===== src/rtl/conv_out_quant.sv =====
// Output-side requantizer for the serial conv stage: round, shift, ReLU, saturate,
// with framing passed through alongside a per-word channel index and a sticky framing checker.
module conv_out_quant #(
   parameter int DATA_IN_WIDTH  = 24,
   parameter int DATA_OUT_WIDTH = 8,
   parameter int SHIFT          = 8,
   parameter int RELU           = 1,
   parameter int CHANNEL_NUM    = 16,
   parameter int LINE_WORDS     = 3584,
   localparam int CH_W          = (CHANNEL_NUM > 1) ? $clog2(CHANNEL_NUM) : 1
) (
   input  logic                             clk,
   input  logic                             reset_n,
   input  logic                             valid_i,
   input  logic [DATA_IN_WIDTH-1:0]         data_i,
   input  logic                             sop_i,
   input  logic                             eop_i,
   input  logic                             sof_i,
   input  logic                             eof_i,
   input  logic                             err_clr_i,
   output logic signed [DATA_OUT_WIDTH-1:0] data_o,
   output logic                             data_valid_o,
   output logic                             sop_o,
   output logic                             eop_o,
   output logic                             sof_o,
   output logic                             eof_o,
   output logic [CH_W-1:0]                  ch_o,
   output logic                             err_len_o,
   output logic                             err_frame_o
);

   localparam int DI    = DATA_IN_WIDTH;
   localparam int DO    = DATA_OUT_WIDTH;
   localparam int CNT_W = $clog2(LINE_WORDS + 2);
   localparam logic signed [DI:0] RND  = (DI+1)'((64'd1 << SHIFT) >> 1);
   localparam logic signed [DI:0] SMAX = (DI+1)'((64'd1 << (DO - 1)) - 64'd1);
   localparam logic signed [DI:0] SMIN = ~SMAX;
   localparam logic [CNT_W-1:0]   LW      = CNT_W'(LINE_WORDS);
   localparam logic [CH_W-1:0]    CH_LAST = CH_W'(CHANNEL_NUM - 1);

   typedef struct packed {
      logic sop;
      logic eop;
      logic sof;
      logic eof;
   } flags_t;

   typedef enum logic [1:0] {IDLE, LINE, FRAME} state_t;

   logic [2:0]            vld_pipe_q, vld_pipe_d;
   flags_t [2:0]          flg_pipe_q, flg_pipe_d;
   logic [2:0][CH_W-1:0]  ch_pipe_q, ch_pipe_d;
   logic signed [DI:0]    r_q, r_d, s_q, s_d;
   logic signed [DO-1:0]  q_q, q_d;
   logic [CH_W-1:0]       ch_cnt_q, ch_cnt_d, ch_word;
   flags_t                flg_in;
   state_t                state_q, state_d;
   logic [CNT_W-1:0]      word_cnt_q, word_cnt_d, word_inc;
   logic                  err_len_q, err_len_d, err_frame_q, err_frame_d;
   logic                  set_len, set_frame;

   always_comb begin
      flg_in   = {sop_i, eop_i, sof_i, eof_i} & {4{valid_i}};
      ch_word  = sop_i ? '0 : ch_cnt_q;
      ch_cnt_d = ch_cnt_q;
      if (valid_i)
         ch_cnt_d = (ch_word == CH_LAST) ? '0 : ch_word + 1'b1;
      vld_pipe_d = {vld_pipe_q[1:0], valid_i};
      flg_pipe_d = {flg_pipe_q[1:0], flg_in};
      ch_pipe_d  = {ch_pipe_q[1:0], (valid_i ? ch_word : CH_W'(0))};
      // One extra bit of headroom keeps the rounding add from wrapping.
      r_d = $signed({data_i[DI-1], data_i}) + RND;
      s_d = r_q >>> SHIFT;
      if (RELU != 0 && s_d[DI])
         s_d = '0;
      q_d = s_q[DO-1:0];
      if (s_q > SMAX)
         q_d = SMAX[DO-1:0];
      else if (s_q < SMIN)
         q_d = SMIN[DO-1:0];
   end

   always_comb begin
      state_d    = state_q;
      word_cnt_d = word_cnt_q;
      set_len    = 1'b0;
      set_frame  = 1'b0;
      // Count saturates one past LINE_WORDS so an overlong line trips err_len only once.
      word_inc   = (word_cnt_q > LW) ? word_cnt_q : word_cnt_q + 1'b1;
      if (valid_i) begin
         if ((eof_i && !eop_i) || (sof_i && !sop_i))
            set_frame = 1'b1;
         if (sop_i) begin
            case (state_q)
               IDLE:    if (!sof_i) set_frame = 1'b1;
               FRAME:   if (sof_i)  set_frame = 1'b1;
               default: set_frame = 1'b1;
            endcase
            if (state_q != IDLE || sof_i) begin
               state_d    = LINE;
               word_cnt_d = CNT_W'(1);
            end
         end else if (state_q == LINE) begin
            word_cnt_d = word_inc;
            if (!eop_i && word_cnt_q == LW)
               set_len = 1'b1;
         end else begin
            set_frame = 1'b1;
         end
         // eop closes whatever line is open after the sop handling above.
         if (eop_i && state_d == LINE) begin
            if (word_cnt_d != LW)
               set_len = 1'b1;
            state_d    = eof_i ? IDLE : FRAME;
            word_cnt_d = '0;
         end
      end
      err_len_d   = set_len   | (err_len_q   & ~err_clr_i);
      err_frame_d = set_frame | (err_frame_q & ~err_clr_i);
   end

   always_ff @(posedge clk or negedge reset_n) begin
      if (!reset_n) begin
         vld_pipe_q  <= '0;
         flg_pipe_q  <= '0;
         ch_pipe_q   <= '0;
         r_q         <= '0;
         s_q         <= '0;
         q_q         <= '0;
         ch_cnt_q    <= '0;
         state_q     <= IDLE;
         word_cnt_q  <= '0;
         err_len_q   <= 1'b0;
         err_frame_q <= 1'b0;
      end else begin
         vld_pipe_q  <= vld_pipe_d;
         flg_pipe_q  <= flg_pipe_d;
         ch_pipe_q   <= ch_pipe_d;
         r_q         <= r_d;
         s_q         <= s_d;
         q_q         <= q_d;
         ch_cnt_q    <= ch_cnt_d;
         state_q     <= state_d;
         word_cnt_q  <= word_cnt_d;
         err_len_q   <= err_len_d;
         err_frame_q <= err_frame_d;
      end
   end

   assign data_o       = q_q;
   assign data_valid_o = vld_pipe_q[2];
   assign sop_o        = flg_pipe_q[2].sop;
   assign eop_o        = flg_pipe_q[2].eop;
   assign sof_o        = flg_pipe_q[2].sof;
   assign eof_o        = flg_pipe_q[2].eof;
   assign ch_o         = ch_pipe_q[2];
   assign err_len_o    = err_len_q;
   assign err_frame_o  = err_frame_q;

endmodule

===== config.mk =====
export PLATFORM = sky130hd
export DESIGN_NAME = conv_out_quant
export DESIGN_NICKNAME = d
export VERILOG_FILES = /design/src/rtl/conv_out_quant.sv
export SDC_FILE = /design/constraint.sdc
export NUM_CORES = 1
export LEC_CHECK = 0
export ABC_AREA = 0
export CORE_MARGIN = 3
export CORE_UTILIZATION = 45
export CTS_BUF_LIST = sky130_fd_sc_hd__clkbuf_4
export DETAILED_ROUTE_END_ITERATION = 12
export PLACE_DENSITY = 0.67
export SETUP_SLACK_MARGIN = 0.5
export SYNTH_ARGS = -nofsm -noshare
export SYNTH_HDL_FRONTEND = slang
export SYNTH_SLANG_ARGS = --single-unit

===== constraint.sdc =====
create_clock -name clk -period 2.95 [get_ports clk]
set_clock_uncertainty 0.1 [all_clocks]
set_input_delay 0.59 -clock clk [delete_from_list [all_inputs] [get_ports clk]]
set_output_delay 0.59 -clock clk [all_outputs]
set_load 0.005 [all_outputs]

==> results.toml <==
[status]
outcome = "completed"

[timing]
final_min_period_over_clock_period_pct = 81.33
post-route-min-period_ns = 2.399
setup_repair_after_global_routing_missed_its_margin = "no"
setup_total_negative_slack_ns = 0
setup-violations-final = 0
tightestPinTransition_ns = 0.6221
finalMaxSlewViolations = 0
max-slew-margin-rel_pct = 58.53
report.final.hold_viol_count = 0
maximum_clock_frequency_mhz = 416.8

[floorplanning]
die_width_um = 97.47
chipHeight_um = 97.47
placeableCoreArea_sq_mm = 0.007928
start_util_pct = 47.49
number_of_ports_placed_on_the_die_boundary = 51
fp.dieArea_sq_mm = 0.009499
row_cnt = 32

[power_and_ir_drop]
power.ir.vdd_worst_mv = 0.1902
totalPowerFinal_w = 0.002308
p_leak_nw = 1.914
power.density_cell_area_mw_per_mm2 = 507.1

[placement]
placement.io_buffers = 43
detailed_place_hpwl_mm = 5.000
placed_cells = 487
routabilityCongestion = 0.8911

[setup_path]
critical_path.endpoint_type = "register"
crit_buf_inv = 1
critical_path.cell_chain = "inv_1 -> ha_1 -> or4b_4 -> o21a_4 -> nor2_2 -> o221ai_2 -> nor4_2 -> a21oi_1"
critPathRequiredTime_ns = 3.18
worstPathMaxFanout = 6
path_delay_family = "simple AND/OR/NAND/NOR gates"
slowest_stage = "or4b_4"
worst_setup_path_start_kind = "register"
critPathMaxStageDelay_ns = 0.52
arrival_time_at_the_worst_endpoint_ns = 2.63
timing.setup.critical_path_class = "reg -> reg"

[synth]
yosys_register_bits = 88
largest_family_of_logic_cells_by_synthesized_area = "simple AND/OR/NAND/NOR gates"
synth_edf_count = 0
synth_compound_gate_area_share_pct = 11.23
synth-adder-area-share_pct = 1.329
ys_seq_area_share_pct = 58.49
synth.cell_area_sq_mm = 0.003765
yosys-mux-area-fraction_pct = 1.429
synthesis.area_per_instance_sq_um = 11.04
synth.net_count = 377
synth_simple_gate_area_share_pct = 20.67
mapped_cells = 341
synthXorXnorAreaFrac_pct = 3.722
synthFlopType = "dfrtp_1"
async_flop_share_pct = 100.0
synth-warning-count = 0
yosysUniqueCellTypes = 61

[cts]
tritoncts = "yes"
cts_bufs_inserted = 9
insertion_delay_ns = 0.43
clock_slew_seen_by_the_registers_of_the_worst_setup_and_hold_paths_ns = 0.15
cts_max_level = 3
cts-root-to-sink-buffers = 2
clock_sink_count = 88
cts_root_buffer = "clkbuf_4"

[global_routing]
grtUsageMet1_pct = 20.73
global_route.usage.met3_pct = 4.523
first_global_vias = 2540
grt_pass1_wl_mm = 11.99
grt_remaining_overflow = 0
gr-max-usage-layer = "met2"
number_of_antenna_violations_at_the_first_check_in_global_routing = 0
grt_util_met2_pct = 25.20
grt_util_all_layers_pct = 15.64
grt_max_degree = 55

[cells_and_area]
utilization_pct = 57.42
design.final.nets = 437
post_route_cells_drive_above_1_share_pct = 15.31
flow.area_growth_from_synthesis_pct = 20.90
antenna_diodes = 0
finalNonFillerCells = 507

[hold_path]
hold_class = "in -> async"

[route]
wl_mm = 7.165
drt-vias-per-instance = 5.347
vias = 2711
post_detailed_route_drc_marker_count = 0
first_pass_iters = 4
detail_route.iter0.violations = 108
final_antenna_net_count = 0
wire_per_inst_um = 14.13

[run]
cap_viol_max_count = 0
[repair_timing]
action / CTS / global route
resized for setup: 4 / 7
pin swaps: 2 / 4
endpoints found under the setup margin: 5 / 3
hold buffers: 0 / 0
gates cloned: 0 / 1
buffers inserted: 2 / 2
[logic make-up after synthesis]
kind of cell    count (synthesis)
simple gates                  143
mux                             5
flops                          88
buf+inv                        23
xor+xnor                       16
fa+ha+maj                       4
compound gates                 61
other cells                     1
[area by class of cell]
| type | count | area (sq um) |
|---|---|---|
| tap | 102 | 127.6 |
| timing repair buffer | 60 | 555.5 |
| sequential | 88 | 2206 |
| clock buffer | 10 | 75.07 |
| fill | 694 | 3376 |
| inverter | 11 | 41.29 |
| clock inverter | 5 | 57.56 |
| multi-input combinational | 231 | 1489 |
[worst register-to-register path: stages, from the launching register on]
cell	delay (ns)
dfrtp_2	0.46
inv_1	0.06
ha_1	0.13
or4b_4	0.52
o21a_4	0.28
nor2_2	0.17
o221ai_2	0.14
nor4_2	0.33
a21oi_1	0.10
[synthesized netlist by cell type, drive strengths merged (2+ instances only)]
library cell / n / share of area (%)
o221ai: 2 / 0.47
o211ai: 5 / 1.1
nand4: 7 / 1.2
o32ai: 2 / 0.47
clkbuf: 5 / 0.50
and3: 7 / 1.2
a21oi: 7 / 0.93
or4: 2 / 0.50
nand2b: 2 / 0.33
nand3: 14 / 1.9
buf: 7 / 1.4
nor3: 4 / 0.53
or2: 7 / 1.2
and2: 4 / 0.66
o21ai: 23 / 3.4
mux2: 3 / 0.90
dfrtp: 88 / 58
mux2i: 2 / 0.53
nor2b: 21 / 3.5
nand4b: 2 / 0.47
nor4: 5 / 0.83
o21a: 3 / 0.60
and4: 4 / 0.96
o41ai: 2 / 0.47
o31ai: 5 / 1.1
nand2: 31 / 3.2
or3: 3 / 0.50
inv: 10 / 1.0
ha: 4 / 1.3
xnor2: 12 / 2.8
xor2: 4 / 0.93
nor2: 24 / 2.5
[worst paths after layout]
path / start / endpoint / slack, ns / cells past startpoint
max reg2reg: word_cnt_q[1] / err_len_o / 0.55 / 8
max in group asynchronous: reset_n / ch_cnt_q[2] / 1.99 / 2
min reg2reg: flg_pipe_d[5] / flg_pipe_d[9] / 0.26 / 0
min in group clk: flg_pipe_d[5] / flg_pipe_d[9] / 0.26 / 0
min: reset_n / data_o[6] / 0.06 / 1
max: word_cnt_q[1] / err_len_o / 0.55 / 8
[where the power goes]
part | switching (W) | internal, W | total (W) | leakage, nW
Sequential | 0.0000437 | 0.00129 | 0.00133 | 1.09
Clock | 0.000391 | 0.000264 | 0.000655 | 0.0665
Combinational | 0.000162 | 0.000163 | 0.000325 | 0.753
Total | 0.000597 | 0.00171 | 0.00231 | 1.91
[per-layer routing]
layer | share of wire (%) | vias up
met4 | 0.66 | 0
met1 | 45 | 1317
li1 | - | 1321
met2 | 49 | 67
met3 | 4.9 | 6
met5 | 0 | -
[registers in the layout, summed over array words and instances, names as in the netlist, 3 cells and up]
register and cells:
flg_pipe_d 8, s_q 16, data_o 8, vld_pipe_q 3, word_cnt_q 12, ch_cnt_q 4
ch_o 4, ch_pipe_d 8, r_q 17
[through the flow]
| stage | setup WS (ns) | hold slack (ns) | cell area [sq um] |
|---|---|---|---|
| after global routing | 0.4922 | 0.06428 | 4552 |
| after global placement | 0.1059 | 0.2315 | 4345 |
| final | 0.5508 | 0.05676 | 4552 |
| after floorplan | 0.6500 | 0.1944 | 3765 |
| after CTS | 0.5249 | 0.07061 | 4508 |
| after detailed placement | 0.08844 | 0.2347 | 4345 |
[cell usage in the layout (no fill, tap or decap), drive strengths merged, types with 3 or more instances in the layout]
cell type / count
a21oi: 7
nor4: 5
nand4: 7
clkbuf: 10
nand3: 14
inv: 11
clkdlybuf4s50: 42
and3: 7
nor2b: 21
dfrtp: 88
nor2: 24
nor3: 4
and2: 4
or3: 3
ha: 4
buf: 18
o21a: 4
or2: 7
o21ai: 23
xnor2: 12
mux2: 3
nand2: 31
xor2: 4
o211ai: 5
and4: 4
o31ai: 5
Power figures use the tool's default switching activity.
